$ cat config.mk
export PLATFORM = sky130hd
export DESIGN_NAME = wb_master_ctrl
export DESIGN_NICKNAME = d
export VERILOG_FILES = /design/src/rtl/wb_master_pkg.sv /design/src/rtl/wb_master_ctrl.sv
export SDC_FILE = /design/constraint.sdc
export NUM_CORES = 1
export LEC_CHECK = 0
export ABC_AREA = 1
export ABC_CLOCK_PERIOD_IN_PS = 4100
export CORE_UTILIZATION = 25
export DETAILED_ROUTE_END_ITERATION = 8
export PLACE_DENSITY = 0.58
export REMOVE_ABC_BUFFERS = 1
export SYNTH_ARGS = -nofsm -noshare
export SYNTH_HDL_FRONTEND = slang
export SYNTH_SLANG_ARGS = --single-unit
export TNS_END_PERCENT = 100
$ cat constraint.sdc
create_clock -name wb_clk_i -period 4.1 [get_ports wb_clk_i]
set_clock_uncertainty 0.15 [all_clocks]
set_input_delay 0.41 -clock wb_clk_i [delete_from_list [all_inputs] [get_ports wb_clk_i]]
set_output_delay 0.41 -clock wb_clk_i [all_outputs]
set_load 0.1 [all_outputs]
$ cat src/rtl/wb_master_pkg.sv
// Shared definitions for the Wishbone single-transaction initiator:
// FSM state encoding, default timeout and bus width constants.
package wb_master_pkg;

    typedef enum logic [1:0] {
        IDLE = 2'd0,
        BUS  = 2'd1,
        RESP = 2'd2
    } state_e;

    localparam int DEFAULT_TIMEOUT_CYCLES = 255;
    localparam int ADR_W = 32;
    localparam int DAT_W = 32;
    localparam int SEL_W = 4;

endpackage

$ cat src/rtl/wb_master_ctrl.sv
// Command-to-Wishbone bridge: accepts one command, runs one classic Wishbone
// cycle with a stb timeout, and returns the result over a response handshake.
module wb_master_ctrl
    import wb_master_pkg::*;
#(
    parameter int TIMEOUT_CYCLES = DEFAULT_TIMEOUT_CYCLES
) (
    input  logic             wb_clk_i,
    input  logic             wb_rst_i,
    input  logic             cmd_valid,
    output logic             cmd_ready,
    input  logic             cmd_we,
    input  logic [SEL_W-1:0] cmd_sel,
    input  logic [ADR_W-1:0] cmd_adr,
    input  logic [DAT_W-1:0] cmd_wdata,
    output logic             rsp_valid,
    input  logic             rsp_ready,
    output logic [DAT_W-1:0] rsp_rdata,
    output logic             rsp_err,
    output logic             wbm_cyc_o,
    output logic             wbm_stb_o,
    output logic             wbm_we_o,
    output logic [SEL_W-1:0] wbm_sel_o,
    output logic [ADR_W-1:0] wbm_adr_o,
    output logic [DAT_W-1:0] wbm_dat_o,
    input  logic             wbm_ack_i,
    input  logic [DAT_W-1:0] wbm_dat_i
);

    localparam int CNT_W = $clog2(TIMEOUT_CYCLES + 1);
    // Value the counter holds during the last permitted stb cycle.
    localparam logic [CNT_W-1:0] CNT_LAST = CNT_W'(TIMEOUT_CYCLES - 1);

    state_e             state_q, state_d;
    logic [CNT_W-1:0]   cnt_q, cnt_d;
    logic               cmd_ready_q, cmd_ready_d;
    logic               cyc_q, cyc_d;
    logic               stb_q, stb_d;
    logic               we_q, we_d;
    logic [SEL_W-1:0]   sel_q, sel_d;
    logic [ADR_W-1:0]   adr_q, adr_d;
    logic [DAT_W-1:0]   dat_q, dat_d;
    logic               rsp_valid_q, rsp_valid_d;
    logic [DAT_W-1:0]   rsp_rdata_q, rsp_rdata_d;
    logic               rsp_err_q, rsp_err_d;

    always_ff @(posedge wb_clk_i or posedge wb_rst_i) begin
        if (wb_rst_i) begin
            state_q     <= IDLE;
            cnt_q       <= '0;
            cmd_ready_q <= 1'b0;
            cyc_q       <= 1'b0;
            stb_q       <= 1'b0;
            we_q        <= 1'b0;
            sel_q       <= '0;
            adr_q       <= '0;
            dat_q       <= '0;
            rsp_valid_q <= 1'b0;
            rsp_rdata_q <= '0;
            rsp_err_q   <= 1'b0;
        end else begin
            state_q     <= state_d;
            cnt_q       <= cnt_d;
            cmd_ready_q <= cmd_ready_d;
            cyc_q       <= cyc_d;
            stb_q       <= stb_d;
            we_q        <= we_d;
            sel_q       <= sel_d;
            adr_q       <= adr_d;
            dat_q       <= dat_d;
            rsp_valid_q <= rsp_valid_d;
            rsp_rdata_q <= rsp_rdata_d;
            rsp_err_q   <= rsp_err_d;
        end
    end

    always_comb begin
        state_d     = state_q;
        cnt_d       = cnt_q;
        cyc_d       = cyc_q;
        stb_d       = stb_q;
        we_d        = we_q;
        sel_d       = sel_q;
        adr_d       = adr_q;
        dat_d       = dat_q;
        rsp_valid_d = rsp_valid_q;
        rsp_rdata_d = rsp_rdata_q;
        rsp_err_d   = rsp_err_q;

        case (state_q)
            IDLE: begin
                if (cmd_valid && cmd_ready_q) begin
                    we_d    = cmd_we;
                    sel_d   = cmd_sel;
                    adr_d   = cmd_adr;
                    dat_d   = cmd_wdata;
                    cyc_d   = 1'b1;
                    stb_d   = 1'b1;
                    cnt_d   = '0;
                    state_d = BUS;
                end
            end
            BUS: begin
                // Ack is checked first so an ack on the final cycle beats the timeout.
                if (wbm_ack_i) begin
                    cyc_d       = 1'b0;
                    stb_d       = 1'b0;
                    rsp_rdata_d = we_q ? '0 : wbm_dat_i;
                    rsp_err_d   = 1'b0;
                    rsp_valid_d = 1'b1;
                    state_d     = RESP;
                end else if (cnt_q == CNT_LAST) begin
                    cyc_d       = 1'b0;
                    stb_d       = 1'b0;
                    rsp_rdata_d = '0;
                    rsp_err_d   = 1'b1;
                    rsp_valid_d = 1'b1;
                    state_d     = RESP;
                end else begin
                    cnt_d = cnt_q + CNT_W'(1);
                end
            end
            RESP: begin
                if (rsp_ready) begin
                    rsp_valid_d = 1'b0;
                    state_d     = IDLE;
                end
            end
            default: state_d = IDLE;
        endcase

        cmd_ready_d = (state_d == IDLE);
    end

    assign cmd_ready = cmd_ready_q;
    assign rsp_valid = rsp_valid_q;
    assign rsp_rdata = rsp_rdata_q;
    assign rsp_err   = rsp_err_q;
    assign wbm_cyc_o = cyc_q;
    assign wbm_stb_o = stb_q;
    assign wbm_we_o  = we_q;
    assign wbm_sel_o = sel_q;
    assign wbm_adr_o = adr_q;
    assign wbm_dat_o = dat_q;

endmodule

==> qor.txt <==
===========================================================================================
Data required time of the worst path .........................................      3.54 ns
CTS H-tree depth .............................................................            4
Family with the most delay on the worst path ................................. buffers and inverters
Drt drc ......................................................................            0
CTS tree .....................................................................        built
Register-to-Register Path Depth ..............................................            4
Die W ........................................................................       138 um
Aggregate routed wire length .................................................      12.3 mm
Number of max-cap violations .................................................            0
Achievable clock frequency ...................................................      396 MHz
Setup slack of the most critical reg-to-reg path .............................      1.77 ns
Final slew viol count ........................................................            0
Via count of the first global-routing pass ...................................         3741
IO buf count .................................................................          211
RSZ-0062 raised after global routing .........................................        false
Ys Warns .....................................................................            0
Detail Placement HPWL ........................................................      8.88 mm
Post-DRT Antenna Nets ........................................................            0
Count of hold-fix buffers inserted at cts ....................................            0
Number of antenna violations at the first check in global routing ............            0
Worst-margin pin slew ........................................................      1.23 ns
Detail-routed via count per cell .............................................         4.27
Global router's overall resource usage .......................................        13.3%
Synthesized area divided by synthesized cell count ...........................     12.1 um2
Die Span Y ...................................................................       138 um
Number of buffers added by the clock tree synthesis step .....................           17
Fraction of the mapped netlist area in simple logic gates ....................        14.1%
Count of standard-cell rows ..................................................           49
Worst reg2reg startpoint .....................................................   state_q[0]
Area of the mapped netlist ...................................................  0.00460 mm2
CP max-delay cell ............................................................ clkdlybuf4s50_1
# nets final .................................................................          701
Starting Density .............................................................        25.5%
Number of endpoints failing setup at the final stage .........................            0
Clock latency at the later pin of the worst-skew pair ........................      0.40 ns
Max clock buf depth ..........................................................            2
Most common cell after layout, fill and taps aside ........................... clkdlybuf4s50_1
Endpoint arrival time on the critical path ...................................      1.97 ns
Sink Count ...................................................................          115
IO Pins ......................................................................          212
First-pass GRT wire length ...................................................      19.2 mm
Area fraction in compound gates after synthesis ..............................        1.60%
Number of gates resized after cts ............................................            0
Most frequent cells in the layout ............................................ clkdlybuf4s50_1 (211), dfrtp_1 (115), nand2_1 (91), mux2_2 (62), nand3_1 (40)
Pre-antenna DRT Iters ........................................................            4
Residual overflow from global routing ........................................            0
Maximum number of pins on one net before global-route repair .................           64
Worst Setup SP ...............................................................    cmd_ready
Number of design-rule violations left by the first detailed-router iteration .          130
Period utilisation layout ....................................................        61.6%
Run status ...................................................................    completed
Cell breakdown of the critical path .......................................... clkdlybuf4s50_1
Capturing point of the worst reg2reg path .................................... wbm_dat_o[8]
Total buffers and inverters traversed by the critical path ...................            1
Largest stage delay on the critical path .....................................      1.16 ns
Post-detailed-route wirelength per cell ......................................      14.7 um
CP Capture Point .............................................................    cmd_ready
Part of the Yosys area used for sequential elements ..........................        62.6%
Last weighted congestion value of the routability-driven placer ..............        0.734
Multiplexer share of the synthesized area ....................................        16.6%
Number of antenna cells inserted .............................................            0
Capturing element type of the critical path .................................. primary output
Yosys cell types .............................................................           23
Adder-cell share of the synthesized area .....................................       0.544%
Worst Path Max Fanout ........................................................            3
Register bit count reported by yosys .........................................          115
Synth Instances ..............................................................          379
Area added between synthesis and finish ......................................        61.5%
Hold WC Path Type ............................................................ primary input to asynchronous set/reset pin
Area of the core .............................................................   0.0180 mm2
Kind of critical path ........................................................ register to primary output
Min Tclk post-route ..........................................................      2.53 ns
Total via count in the routed design .........................................         3557
Kind of start point of the critical path .....................................     register
Die area .....................................................................   0.0189 mm2
Post-Route Setup TNS .........................................................         0 ns
Cell at the root of the clock tree ...........................................    clkbuf_16
Ratio of cells with drive above 1 in the final layout ........................        17.1%
Clock Pin Slew Worst Setup and Hold Paths ....................................      0.05 ns
Count of buffers added by post-CTS timing repair for setup ...................            0
Slew HR ......................................................................        17.6%
Cell depth of the worst setup path ...........................................            1
Area share of xor/xnor cells in the synthesized design .......................       0.571%
Count of final hold-check violations .........................................            0
Combinational family with the most area after synthesis ...................... multiplexers
===========================================================================================
==> worst min path at each step <==
| stage | startpoint | endpoint | slack (ns) | cells after the start |
|---|---|---|---|---|
| 3_5_place_dp | rsp_rdata[0] | rsp_rdata[0] | 0.31 | 2 |
| 6_report | wb_rst_i | wbm_dat_o[10] | 0.32 | 2 |
| 4_1_cts | rsp_rdata[0] | rsp_rdata[0] | 0.32 | 2 |
| 2_1_floorplan | cnt_q[7] | cnt_q[7] | 0.32 | 2 |
| 5_1_grt | rsp_rdata[0] | rsp_rdata[0] | 0.34 | 2 |
| 3_3_place_gp | rsp_rdata[0] | rsp_rdata[0] | 0.31 | 2 |
==> cell usage after synthesis <==
cell type | instances | share of area, %
nand3_4 | 1 | 0.38
a31oi_1 | 1 | 0.14
o21ai_0 | 6 | 0.65
o21bai_1 | 1 | 0.16
nand2_1 | 91 | 7.4
nand2_4 | 1 | 0.24
buf_6 | 8 | 2.0
a21oi_1 | 2 | 0.22
nand2_2 | 3 | 0.41
buf_2 | 3 | 0.33
mux2_2 | 62 | 15
dfrtp_1 | 115 | 63
inv_1 | 10 | 0.82
ha_1 | 2 | 0.54
or2_2 | 2 | 0.27
nor2_2 | 2 | 0.27
buf_4 | 4 | 0.65
nand3_1 | 40 | 4.4
nor2_1 | 9 | 0.73
clkbuf_1 | 3 | 0.24
o21ai_1 | 4 | 0.44
mux2_1 | 6 | 1.5
xor2_1 | 3 | 0.57
==> through the flow <==
| step | instance area, um2 | hold slack (ns) | worst slack [ns] | utilization, % | instances |
|---|---|---|---|---|---|
| floorplan | 4450 | 0.325 | 0.496 | - | 361 |
| global placement | 6890 | 0.307 | 1.47 | 38.2 | 803 |
| detailed placement | 6890 | 0.309 | 1.42 | 38.2 | 803 |
| CTS | 7430 | 0.322 | 1.54 | 41.2 | 833 |
| global route | 7430 | 0.343 | 1.49 | 41.2 | 833 |
| finish | 7430 | 0.320 | 1.57 | 41.2 | 833 |
==> cells by family (layout without fill, tap and decap cells) <==
group,count (synthesis),in the layout
XOR/XNOR,3,3
flip-flops,115,115
AND/OR/NAND/NOR,149,149
buffers and inverters,28,253
adder cells (fa/ha/maj),2,2
multiplexers,68,68
AO/OA/AOI/OAI,14,14
==> layer usage <==
| layer | GRT usage (%) | part of all wire [%] | vias to the layer above |
|---|---|---|---|
| met5 | 0 | 0 | - |
| met3 | 4.16 | 5.5 | 18 |
| met2 | 22.4 | 51 | 114 |
| li1 | - | - | 1681 |
| met1 | 15.7 | 41 | 1744 |
| met4 | 5.56 | 2.0 | 0 |
==> registers in the layout (all words and copies together) (netlist names) <==
register / count
state_q: 2
wbm_sel_o: 4
wbm_adr_o: 32
rsp_valid: 1
cnt_q: 8
wbm_stb_o: 1
rsp_err: 1
rsp_rdata: 32
wbm_we_o: 1
cmd_ready: 1
wbm_dat_o: 32
==> final cells by class <==
type                       instances  area (um2)
tap                              229         287
sequential                       115        2880
clock inverter                     9        83.8
inverter                          10        40.0
fill                            1715       10600
multi-input combinational        236        1540
timing repair buffer             213        2140
clock buffer                      21         460
Power is not shown: default switching activity piles up to over one toggle a cycle in this logic, so the estimate is an artifact.
